--- config.mk ---
export PLATFORM = sky130hd
export DESIGN_NAME = ps2_key_ctrl
export DESIGN_NICKNAME = d
export VERILOG_FILES = /design/src/rtl/ps2_pkg.sv /design/src/rtl/scan_to_ascii.sv /design/src/rtl/ps2_key_ctrl.sv
export SDC_FILE = /design/constraint.sdc
export NUM_CORES = 1
export LEC_CHECK = 0
export CORE_ASPECT_RATIO = 1.25
export CORE_MARGIN = 2
export CORE_UTILIZATION = 47
export DETAILED_ROUTE_END_ITERATION = 8
export PLACE_DENSITY = 0.67
export SYNTH_ARGS = -nofsm -noshare
export SYNTH_HDL_FRONTEND = slang
export SYNTH_SLANG_ARGS = --single-unit
--- constraint.sdc ---
create_clock -name clk -period 7.8 [get_ports clk]
set_clock_uncertainty 0.05 [all_clocks]
set_input_delay 1.95 -clock clk [delete_from_list [all_inputs] [get_ports clk]]
set_output_delay 1.95 -clock clk [all_outputs]
set_load 0.01 [all_outputs]
--- src/rtl/ps2_pkg.sv ---
// Shared constants, decoder state and event record for the PS/2 key controller.
package ps2_pkg;

  localparam logic [7:0] SC_BREAK = 8'hF0;
  localparam logic [7:0] SC_EXT   = 8'hE0;

  // Keyboard status / self-test replies that carry no key information.
  localparam int unsigned NumDiscard = 6;
  localparam logic [7:0] DISCARD_CODES [NumDiscard] = '{
    8'hAA, 8'hFA, 8'hFE, 8'hEE, 8'h00, 8'hFF
  };

  typedef enum logic [1:0] {
    StIdle,
    StExt,
    StBrk,
    StExtBrk
  } dec_state_e;

  typedef struct packed {
    logic       rpt;
    logic       ext;
    logic       make;
    logic [7:0] scan;
  } key_event_t;

  function automatic logic is_discard(logic [7:0] code);
    logic hit;
    hit = 1'b0;
    for (int i = 0; i < NumDiscard; i++) begin
      if (code == DISCARD_CODES[i]) hit = 1'b1;
    end
    return hit;
  endfunction

endpackage

--- src/rtl/scan_to_ascii.sv ---
// Combinational set-2 scan code to ASCII: uppercase letters, digits, space, enter; else 0x00.
module scan_to_ascii (
  input  logic [7:0] scan_i,
  output logic [7:0] ascii_o
);

  always_comb begin
    ascii_o = 8'h00;
    case (scan_i)
      8'h1C: ascii_o = 8'h41;
      8'h32: ascii_o = 8'h42;
      8'h21: ascii_o = 8'h43;
      8'h23: ascii_o = 8'h44;
      8'h24: ascii_o = 8'h45;
      8'h2B: ascii_o = 8'h46;
      8'h34: ascii_o = 8'h47;
      8'h33: ascii_o = 8'h48;
      8'h43: ascii_o = 8'h49;
      8'h3B: ascii_o = 8'h4A;
      8'h42: ascii_o = 8'h4B;
      8'h4B: ascii_o = 8'h4C;
      8'h3A: ascii_o = 8'h4D;
      8'h31: ascii_o = 8'h4E;
      8'h44: ascii_o = 8'h4F;
      8'h4D: ascii_o = 8'h50;
      8'h15: ascii_o = 8'h51;
      8'h2D: ascii_o = 8'h52;
      8'h1B: ascii_o = 8'h53;
      8'h2C: ascii_o = 8'h54;
      8'h3C: ascii_o = 8'h55;
      8'h2A: ascii_o = 8'h56;
      8'h1D: ascii_o = 8'h57;
      8'h22: ascii_o = 8'h58;
      8'h35: ascii_o = 8'h59;
      8'h1A: ascii_o = 8'h5A;
      8'h45: ascii_o = 8'h30;
      8'h16: ascii_o = 8'h31;
      8'h1E: ascii_o = 8'h32;
      8'h26: ascii_o = 8'h33;
      8'h25: ascii_o = 8'h34;
      8'h2E: ascii_o = 8'h35;
      8'h36: ascii_o = 8'h36;
      8'h3D: ascii_o = 8'h37;
      8'h3E: ascii_o = 8'h38;
      8'h46: ascii_o = 8'h39;
      8'h29: ascii_o = 8'h20;
      8'h5A: ascii_o = 8'h0D;
      default: ascii_o = 8'h00;
    endcase
  end

endmodule

--- src/rtl/ps2_key_ctrl.sv ---
// Turns a PS/2 set-2 byte stream into make/break/repeat key events, queued in a small FIFO
// with a valid/ready output, plus a press counter and a sticky overflow flag.
module ps2_key_ctrl
  import ps2_pkg::*;
#(
  parameter int unsigned DEPTH       = 8,
  parameter bit          EMIT_REPEAT = 1'b0,
  parameter int unsigned CNT_W       = 16
) (
  input  logic             clk,
  input  logic             rst,
  input  logic             in_valid,
  input  logic [7:0]       in_data,
  output logic             out_valid,
  input  logic             out_ready,
  output logic [7:0]       out_scan,
  output logic             out_ext,
  output logic             out_make,
  output logic             out_repeat,
  output logic [7:0]       out_ascii,
  output logic [CNT_W-1:0] press_cnt,
  output logic             overflow,
  input  logic             clear
);

  localparam int unsigned AW = $clog2(DEPTH);

  dec_state_e state_q, state_d;
  logic       ev_valid, ev_make, ev_ext;

  always_comb begin
    state_d  = state_q;
    ev_valid = 1'b0;
    ev_make  = 1'b1;
    ev_ext   = 1'b0;
    if (in_valid) begin
      unique case (state_q)
        StIdle: begin
          if (in_data == SC_EXT) state_d = StExt;
          else if (in_data == SC_BREAK) state_d = StBrk;
          else if (!is_discard(in_data)) ev_valid = 1'b1;
        end
        StExt: begin
          if (in_data == SC_BREAK) state_d = StExtBrk;
          else if (in_data != SC_EXT) begin
            ev_valid = 1'b1;
            ev_ext   = 1'b1;
            state_d  = StIdle;
          end
        end
        StBrk: begin
          if (in_data == SC_EXT) state_d = StExt;
          else if (in_data != SC_BREAK) begin
            ev_valid = 1'b1;
            ev_make  = 1'b0;
            state_d  = StIdle;
          end
        end
        StExtBrk: begin
          if (in_data == SC_EXT) state_d = StExt;
          else if (in_data != SC_BREAK) begin
            ev_valid = 1'b1;
            ev_ext   = 1'b1;
            ev_make  = 1'b0;
            state_d  = StIdle;
          end
        end
        default: state_d = StIdle;
      endcase
    end
  end

  // Typematic repeat detection against the most recently pressed key.
  logic       held_q, held_d, held_ext_q, held_ext_d;
  logic [7:0] held_scan_q, held_scan_d;
  logic       held_match, press_inc, push;
  key_event_t push_ev;

  always_comb begin
    held_match  = held_q && (held_scan_q == in_data) && (held_ext_q == ev_ext);
    press_inc   = ev_valid && ev_make && !held_match;
    push        = ev_valid && (!ev_make || !held_match || EMIT_REPEAT);
    held_d      = held_q;
    held_scan_d = held_scan_q;
    held_ext_d  = held_ext_q;
    if (press_inc) begin
      held_d      = 1'b1;
      held_scan_d = in_data;
      held_ext_d  = ev_ext;
    end else if (ev_valid && !ev_make && held_match) begin
      held_d = 1'b0;
    end
    push_ev.rpt  = ev_make && held_match;
    push_ev.ext  = ev_ext;
    push_ev.make = ev_make;
    push_ev.scan = in_data;
  end

  key_event_t    mem_q [DEPTH];
  logic [AW-1:0] wr_ptr_q, wr_ptr_d, rd_ptr_q, rd_ptr_d;
  logic [AW:0]   count_q, count_d;
  logic          full, pop, push_ok, drop;
  logic [CNT_W-1:0] cnt_q, cnt_d;
  logic          ovf_q, ovf_d;

  always_comb begin
    out_valid = (count_q != '0);
    full      = count_q[AW];  // DEPTH is a power of two
    pop       = out_valid && out_ready;
    push_ok   = push && (!full || pop);
    drop      = push && full && !pop;
    wr_ptr_d  = push_ok ? wr_ptr_q + 1'b1 : wr_ptr_q;
    rd_ptr_d  = pop ? rd_ptr_q + 1'b1 : rd_ptr_q;
    count_d   = count_q;
    if (push_ok && !pop) count_d = count_q + 1'b1;
    else if (pop && !push_ok) count_d = count_q - 1'b1;
    cnt_d = cnt_q;
    ovf_d = ovf_q;
    if (clear) begin
      cnt_d = '0;
      ovf_d = 1'b0;
    end else begin
      if (press_inc) cnt_d = cnt_q + 1'b1;
      if (drop) ovf_d = 1'b1;
    end
  end

  always_ff @(posedge clk) begin
    if (rst) begin
      state_q     <= StIdle;
      held_q      <= 1'b0;
      held_scan_q <= 8'h00;
      held_ext_q  <= 1'b0;
      wr_ptr_q    <= '0;
      rd_ptr_q    <= '0;
      count_q     <= '0;
      cnt_q       <= '0;
      ovf_q       <= 1'b0;
    end else begin
      state_q     <= state_d;
      held_q      <= held_d;
      held_scan_q <= held_scan_d;
      held_ext_q  <= held_ext_d;
      wr_ptr_q    <= wr_ptr_d;
      rd_ptr_q    <= rd_ptr_d;
      count_q     <= count_d;
      cnt_q       <= cnt_d;
      ovf_q       <= ovf_d;
    end
  end

  // Storage needs no reset: reads are masked by out_valid.
  always_ff @(posedge clk) begin
    if (!rst && push_ok) mem_q[wr_ptr_q] <= push_ev;
  end

  key_event_t head;
  logic [7:0] head_ascii;

  scan_to_ascii u_ascii (
    .scan_i  (head.scan),
    .ascii_o (head_ascii)
  );

  always_comb begin
    head       = mem_q[rd_ptr_q];
    out_scan   = out_valid ? head.scan : 8'h00;
    out_ext    = out_valid && head.ext;
    out_make   = out_valid && head.make;
    out_repeat = out_valid && head.rpt;
    out_ascii  = (out_valid && !head.ext) ? head_ascii : 8'h00;
    press_cnt  = cnt_q;
    overflow   = ovf_q;
  end

endmodule

## Word level (Yosys, flattened, before mapping)

Memories as Yosys holds them, arrays and structs flattened. A register that Yosys moved wholly into a read port is not among the register bits.
Cells that the tools add are included.

| storage, ports and cells | value |
|---|---|
| memory bits (writable) | 88 |
| word-level logic and storage cells | 112 |
| output and inout bits | 37 |
| memory bits (read-only) | 896 |
| register bits | 39 |
| memories | 2 |

Memory list:

| memory | depth | width | read ports | clocked after Yosys merged registers in | write ports | line | RTL |
|---|---|---|---|---|---|---|---|
| (no name shown) | 128 | 7 | 1 | 0 | 0 | scan_to_ascii.sv:9 | `case (scan_i)` |
| mem_q | 8 | 11 | 1 | 1 | 1 | ps2_key_ctrl.sv:99 | `key_event_t mem_q [DEPTH];` |

| cells by class | value |
|---|---|
| reductions and logical operators | 36 |
| eq/ne operators | 17 |
| add/sub/neg operators | 5 |
| mux-type cells | 43 |

Operators by type and width:

| kind | count |
|---|---|
| $eq A8 B8 Y1 const B | 7 |
| $mux W1 | 27 |
| $mux W8 | 3 |
| $logic_and A1 B1 Y1 | 19 |
| $add A16 B1 Y16 const B | 1 |
| $ne A8 B8 Y1 const B | 2 |
| $mux W2 | 6 |
| $eq A8 B8 Y1 | 1 |
| $logic_not A8 Y1 | 1 |
| $mux W4 | 2 |
| $logic_not A1 Y1 | 7 |
| $add A3 B1 Y3 const B | 2 |
| $mux W3 | 2 |
| $ne A3 B3 Y1 const B | 2 |
| $pmux W2 S3 | 1 |
| $add A4 B1 Y4 const B | 1 |
| $eq A2 B2 Y1 const B | 2 |
| $reduce_and A4 Y1 | 1 |
| $reduce_bool A2 Y1 | 2 |
| $reduce_bool A4 Y1 | 1 |
| $reduce_or A2 Y1 | 2 |
| $sub A4 B1 Y4 const B | 1 |
| $ne A3 B1 Y1 const B | 1 |
| $pmux W1 S3 | 1 |
| other kinds (5) | 6 |

## Longest topological paths before layout

Gate-level depths: netlist of run 1.

| logic depth | value |
|---|---|
| word-level depth | 22 |
| gate-level depth with buffers | 13 |

## Hierarchy

From an unflattened synthesis of run 1, not the netlist that was laid out.

| second synthesis, totals | value |
|---|---|
| cell total of the unflattened synthesis | 520 |
| area total of the unflattened synthesis | 6481.2 um^2 |

By module, submodules not included:

| module | area an instance (um^2) | cells an instance | instances |
|---|---|---|---|
| ps2_key_ctrl | 5667.9 | 404 | 1 |
| scan_to_ascii | 813.3 | 116 | 1 |

## Worst setup path after synthesis of run 1

OpenSTA, ideal clock, no wires.

| timing | value |
|---|---|
| path type | input -> register |
| start | input in_data[1] |
| end | register count_q[3] |
| stages | 13 |
| path buffers | 1 |
| path slack | 2.978 ns |
| arrival | 4.701 ns |
| cells stage by stage | buf_6 > or4_1 > a221o_1 > a211oi_4 > nor4_2 > ha_1 > inv_1 > ha_1 > a21o_1 > a21oi_1 > xnor2_1 > or3_1 > a21oi_1 |

| between the ends | value |
|---|---|
| word-level cells in the longest chain between the ends | 21 |

RTL lines:

| what | line | RTL |
|---|---|---|
| start, declared | ps2_key_ctrl.sv:13 | `input logic [7:0] in_data,` |
| $eq A8 B8 Y1 | ps2_pkg.sv:31 | `if (code == DISCARD_CODES[i]) hit = 1'b1;` |
| $mux W1 (6 in a row) | ps2_pkg.sv:31 |  |
| $mux W1 | ps2_key_ctrl.sv:40 | `else if (in_data == SC_BREAK) state_d = StBrk;` |
| $mux W1 | ps2_key_ctrl.sv:39 | `if (in_data == SC_EXT) state_d = StExt;` |
| $mux W1 | ps2_key_ctrl.sv:37 | `unique case (state_q)` |
| $mux W1 | ps2_key_ctrl.sv:36 | `if (in_valid) begin` |
| $mux W1 | ps2_key_ctrl.sv:41 | `else if (!is_discard(in_data)) ev_valid = 1'b1;` |
| $mux W1 | ps2_key_ctrl.sv:40 |  |
| $mux W1 | ps2_key_ctrl.sv:39 |  |
| $pmux W1 S3 | ps2_key_ctrl.sv:37 |  |
| $mux W1 | ps2_key_ctrl.sv:36 |  |
| $logic_and A1 B1 Y1 (*) | ps2_key_ctrl.sv:82 | `push = ev_valid && (!ev_make \|\| !held_match \|\| EMIT_REPEAT);` |
| $logic_and A1 B1 Y1 (*) | ps2_key_ctrl.sv:110 | `push_ok = push && (!full \|\| pop);` |
| $logic_not A1 Y1 | ps2_key_ctrl.sv:116 | `else if (pop && !push_ok) count_d = count_q - 1'b1;` |
| $logic_and A1 B1 Y1 | ps2_key_ctrl.sv:116 |  |
| $reduce_bool A2 Y1 (no line) | n/a |  |
| end signal, assigned | ps2_key_ctrl.sv:146 | `count_q <= count_d;` |
| end, declared | ps2_key_ctrl.sv:101 | `logic [AW:0] count_q, count_d;` |

Every way passes the cells marked *; elsewhere a longest branch is shown, timed or not. The select of a mux whose other input is x is not followed.
A chain may end at the register's enable or synchronous reset.

==> results.yml, run 1 <==
clock_tree:
  cts_tree: "yes"
  ctsResizeCount: 0
  htree_levels: 4
  clock_sink_count: 130
  cts_buffer_depth: 2
  cts_inserted_buffers: 17
  cts_hold_buf: 0
  cts_setup_buffers: 0
  clock_latency_ns: 0.41
  cts-root-buf: "clkbuf_16"
  cts.clk_slew.worst_paths_ns: 0.05
floorplanning:
  die_area_um2: 14600
  core_area_um2: 13300
  die_h_um: 134
  initial_core_util: 0.481
  io_pins: 50
  die_x_um: 108
  fp-row-count: 47
pwr:
  p_int_uw: 1640
  sw_frac_of_total: 0.322
  p_leak_uw: 0.00265
  p_switching_uw: 781
  p_seq_frac: 0.334
  comb_power_share: 0.321
  power.density_nw_per_um2: 316
  peakVddDrop_mv: 0.156
  power_frac_clock: 0.345
setup_path:
  crit_path_max_incr_delay_ns: 0.83
  crit_fanout: 13
  path_delay_family: "multiplexers"
  path_class: "reg2out"
  worstPathArrival_ns: 4.24
  cp_num_buf_inv: 1
  cp-start-kind: "register"
  worstPathCellList: "mux4_2, mux2i_1, ha_1, o21ai_0, a221oi_1, nor2_1, a22oi_1, clkdlybuf4s50_1"
  cp-end-kind: "output pin"
  crit_slowest_cell: "dfxtp_1"
  required_ns: 5.80
route:
  dr.pass1.iters: 5
  num_vias: 4443
  wl_mm: 14.4
  drtAntennaViolNets: 0
  via_per_inst: 5.81
  route.detailed.drc: 0
  drt_iter0_drc: 312
  wl_per_cell_um: 18.8
cells_and_area:
  nFillCells: 1083
  final_core_util: 0.578
  layout-drive-gt1-share: 0.143
  diodes: 0
  area_delta_synth_final_pct: 20.0
  instances_no_fill: 765
  fin_nets: 609
global_routing:
  grt_pass1_wl_mm: 23.4
  antenna_found_initial: 0
  grt.overflow.total: 0
  grt_max_degree: 30
  track_usage: 0.211
  grt_pass1_vias: 4522
placed_design:
  finalWeightedCongestion: 0.929
  hpwlAfterDp_mm: 10.0
  post-place-ws_ns: 2.03
  io_buffers: 48
  dp_cells: 733
sta:
  fmax_mhz: 160
  hold_violations: 0
  maxSlewViolCount: 0
  min_period_ns: 6.24
  final.setup.worst_slack_ns: 1.56
  rsz0062_at_grt: "false"
  tightest_slew_ns: 1.27
  post-route-period-util: 0.800
  slew_headroom: 0.149
  finalSetupViolations: 0
  setup-tns-final_ns: 0
yosys:
  syn_nets: 555
  synth_top_cell_area_share: 0.413
  synth_simple_gate_area_share: 0.131
  synth_xor_area_frac: 0.0299
  ys_seq_elements: 130
  synth_compound_area_frac: 0.101
  yosysWarnings: 0
  synthCells: 527
  yosys.cell_types.count: 73
  muxShareOfSynthArea: 0.132
  synth_top_family_by_area: "multiplexers"
  synth_fa_ha_area_frac: 0.0305
  synth.cell_area_um2: 6400
  ys_top_cells_by_area: "edfxtp_1 41%, dfxtp_1 13%, mux4_2 7.7%"
  synth_seq_area_share: 0.544
  yosysTopAreaCell: "edfxtp_1"
  synthArstFlopShare: 0
  synth_enable_flop_cells: 88
  syn-mean-instance-area_um2: 12.1
  synthFlopType: "edfxtp_1"
run_status:
  outcome: "completed"
flow_run:
  drv_cap: 0
worst_hold_path:
  min_path_type: "reg2reg"
## metal layers
| metal | track usage | share of wire | routed length (µm) |
|---|---|---|---|
| met1 | 0.251 | 0.40 | 5810 |
| met2 | 0.370 | 0.52 | 7560 |
| met3 | 0.0437 | 0.047 | 674 |
| met4 | 0.0848 | 0.025 | 367 |
| met5 | 0 | 0 | 0 |
## worst register-to-register path, delay by kind of cell (launching register included)
family | cells | cell delay, ns
and+or+nand+nor | 4 | 0.95
adders and majority gates | 2 | 0.61
DFF | 1 | 0.54
AOI/OAI and AO/OA | 3 | 0.47
xor gates and xnor gates | 2 | 0.21
buffers and inverters | 1 | 0.10
## state kept, by name, summed over array words and instances (netlist names), 2 cells and up, named ones only
register,cells
mem_q,88
press_cnt,16
held_scan_q,8
count_q,4
rd_ptr_q,3
wr_ptr_q,3
state_q,2
## cells in the mapped netlist (all sizes together) (8+ instances only)
master,instances
mux2i,29
nor3,10
dfxtp,42
xnor2,17
nor2,62
nand2,42
nand3,14
edfxtp,88
ha,14
or3,8
o21ai,15
buf,15
inv,13
mux4,22
clkbuf,11
a21oi,26
## through the flow
| step | hold WS [ns] | power [µW] | instance area (µm²) |
|---|---|---|---|
| 2_1_floorplan | 0.404 | 1350 | 6400 |
| 3_3_place_gp | 0.428 | 1600 | 7050 |
| 3_5_place_dp | 0.438 | 1600 | 7050 |
| 4_1_cts | 0.448 | 2430 | 7680 |
| 5_1_grt | 0.468 | 2540 | 7680 |
| 6_report | 0.448 | 2430 | 7680 |
## cells by family (layout without fill, tap and decap cells)
| group | after synthesis | in the layout |
|---|---|---|
| and+or+nand+nor | 175 | 175 |
| DFF | 130 | 130 |
| AOI/OAI and AO/OA | 92 | 92 |
| muxes | 54 | 54 |
| buffers and inverters | 39 | 106 |
| xor gates and xnor gates | 21 | 21 |
| adders and majority gates | 15 | 15 |
| other | 1 | 1 |
## layout make-up
type	count	area, µm²	area share
Clock buffer	17	425	0.0554
Clock inverter	15	205	0.0267
Inverter	13	48.8	0.00635
Multi-Input combinational cell	358	2720	0.355
Sequential cell	130	3480	0.454
Tap cell	171	214	0.0279
Timing Repair Buffer	61	578	0.0753
## power by group through the flow
stage / Sequential (µW) / Clock, µW / Combinational [µW]
after floorplan: 796 / 0 / 558
after global placement: 824 / 0 / 772
after detailed placement: 827 / 0 / 771
after CTS: 812 / 846 / 775
after global routing: 817 / 875 / 851
final: 811 / 837 / 778
## path summary, 6_finish.rpt
check | start | end | slack, ns | cells after the start
min | press_cnt[1]$_SDFFE_PP0P_ | press_cnt[1]$_SDFFE_PP0P_ | 0.45 | 2
min reg2reg | press_cnt[1]$_SDFFE_PP0P_ | press_cnt[1]$_SDFFE_PP0P_ | 0.45 | 2
max reg2reg | state_q[0]$_SDFFE_PP0P_ | count_q[3]$_SDFFE_PP0P_ | 4.80 | 12
max | register | out_ascii[2] | 1.56 | 8
## placed cells by master, fill, tap and decap left out, drive strengths merged, types with 15 or more instances in the layout
| cell type | instances |
|---|---|
| a21oi | 26 |
| mux4 | 22 |
| dfxtp | 42 |
| inv | 17 |
| o21ai | 15 |
| nand2 | 42 |
| edfxtp | 88 |
| xnor2 | 17 |
| clkdlybuf4s50 | 48 |
| nor2 | 62 |
| mux2i | 29 |
| clkbuf | 17 |
Power figures use the tool's default switching activity.
==> inputs of run 2 (changes only) <==
Clock period 7.8 ns to 5.9 ns, I/O delays scaled along.
==> results.yml, run 2 (synthesized netlist as in run 1, its figures left out) <==
run_status:
  outcome: "completed"
cells_and_area:
  largest_reg_flops: 88
  final_common_cell: "edfxtp_1"
  area_delta_synth_final_pct: 20.5
  final_core_util: 0.580
  diodes: 0
  top_register: "mem_q"
  fin_nets: 617
  nFillCells: 1122
  final_cell_mix: "88 x edfxtp_1, 62 x nor2_1, 48 x clkdlybuf4s50_1, 42 x nand2_1, 42 x dfxtp_1"
  layout-drive-gt1-share: 0.156
global_routing:
  gr-usage-met1: 0.250
  grt_use_met3: 0.0569
  grt_max_degree: 30
  grt.overflow.total: 0
  antenna_found_initial: 0
  grt_pass1_vias: 4349
  busiest_layer: "met2"
  track_usage: 0.208
  use_met2: 0.354
  grt_pass1_wl_mm: 22.8
pwr:
  peakVddDrop_mv: 0.221
  power.density_nw_per_um2: 407
  p_leak_uw: 0.00269
  power_uw: 3140
route:
  drt_iter0_drc: 318
  via_per_inst: 5.81
  drtAntennaViolNets: 0
  route.detailed.drc: 0
  wl_mm: 14.2
  dr.pass1.iters: 5
  num_vias: 4492
  wl_per_cell_um: 18.3
setup_path:
  worstPathCellList: "buf_4, mux4_2, mux2i_2, buf_4, ha_1, inv_1, or2_2, a21oi_1, nand2_1, a21oi_1, clkdlybuf4s50_1"
  crit_slowest_cell: "clkdlybuf4s50_1"
  cp_num_buf_inv: 4
  cp-start-kind: "register"
  required_ns: 4.38
  crit_path_max_incr_delay_ns: 0.57
  path_class: "reg2out"
  path_delay_family: "buffers and inverters"
  cp-end-kind: "output pin"
  worstPathArrival_ns: 3.82
  crit_fanout: 10
sta:
  tightest_slew_ns: 1.01
  fmax_mhz: 187
  setup-tns-final_ns: 0
  rsz0062_at_grt: "false"
  fin_hold_ws_ns: 0.450
  min_period_ns: 5.34
  final.setup.worst_slack_ns: 0.557
  maxSlewViolCount: 0
  hold_violations: 0
  finalSetupViolations: 0
  slew_headroom: 0.326
  post-route-period-util: 0.906
floorplanning:
  initial_core_util: 0.481
  io_pins: 50
  core_area_um2: 13300
  die_area_um2: 14600
  fp-row-count: 47
  die_h_um: 134
  die_x_um: 108
placed_design:
  hpwlAfterDp_mm: 9.80
  io_buffers: 48
  finalWeightedCongestion: 0.919
  post-place-ws_ns: 0.591
flow_run:
  drv_cap: 0
clock_tree:
  cts_hold_buf: 0
  clock_sink_count: 130
  cts.clk_slew.worst_paths_ns: 0.06
  cts_setup_buffers: 0
  cts_tree: "yes"
  cts_inserted_buffers: 17
  ctsResizeCount: 0
  htree_levels: 4
  clock_latency_ns: 0.42
  cts_buffer_depth: 2
  cts-root-buf: "clkbuf_16"
worst_hold_path:
  min_path_type: "reg2reg"
[run 2: cell types whose count changed in the layout (fill, tap and decap cells not counted)]
cell / change
buf_4: +8
bufinv_16: -4
clkbuf_16: +3
clkbuf_2: +2
clkbuf_8: +2
clkinv_1: -2
clkinvlp_4: -2
clkbuf_1: +1
inv_4: +1
inv_8: -1
[run 2: layout make-up]
type	count	area (µm²)	share of cell area
sequential	130	3480	0.452
multi-input combinational	358	2720	0.353
timing repair buffer	69	638	0.0828
clock buffer	25	542	0.0703
tap	171	214	0.0278
clock inverter	7	57.6	0.00747
inverter	13	48.8	0.00633
[run 2: worst min-delay path: cells and delay by family, from the launching register on]
| family | cells | cell delay, ns |
|---|---|---|
| compound gates | 1 | 0.05 |
| flops | 1 | 0.34 |
| simple gates | 1 | 0.07 |
[run 2: final timing paths]
kind	from	end	slack [ns]	cells after the start
min reg2reg	press_cnt[1]$_SDFFE_PP0P_	press_cnt[1]$_SDFFE_PP0P_	0.45	2
max reg2reg	held_scan_q[3]$_SDFFE_PP0P_	count_q[3]$_SDFFE_PP0P_	2.81	12
max	register	out_ascii[4]	0.56	11
min	press_cnt[1]$_SDFFE_PP0P_	press_cnt[1]$_SDFFE_PP0P_	0.45	2
[run 2: layer usage]
metal	part of all wire	wire length (µm)	vias to the layer above
met5	0	0	-
met4	0.019	270	0
met3	0.043	616	26
met2	0.52	7370	145
met1	0.42	5910	2197
li1	-	-	2124
[run 2: power by group]
part | total, µW | leakage, µW | switching (µW) | internal [µW]
Combinational | 1060 | 0.00126 | 600 | 460
Clock | 1030 | 0.000297 | 384 | 644
Sequential | 1050 | 0.00114 | 35.5 | 1010
Total | 3140 | 0.00269 | 1020 | 2120
[run 2: stage by stage]
| step | instance area (µm²) | instances |
|---|---|---|
| 6_report | 7710 | 773 |
| 3_5_place_dp | 7110 | 741 |
| 2_1_floorplan | 6400 | 527 |
| 3_3_place_gp | 7110 | 741 |
| 4_1_cts | 7710 | 773 |
| 5_1_grt | 7710 | 773 |
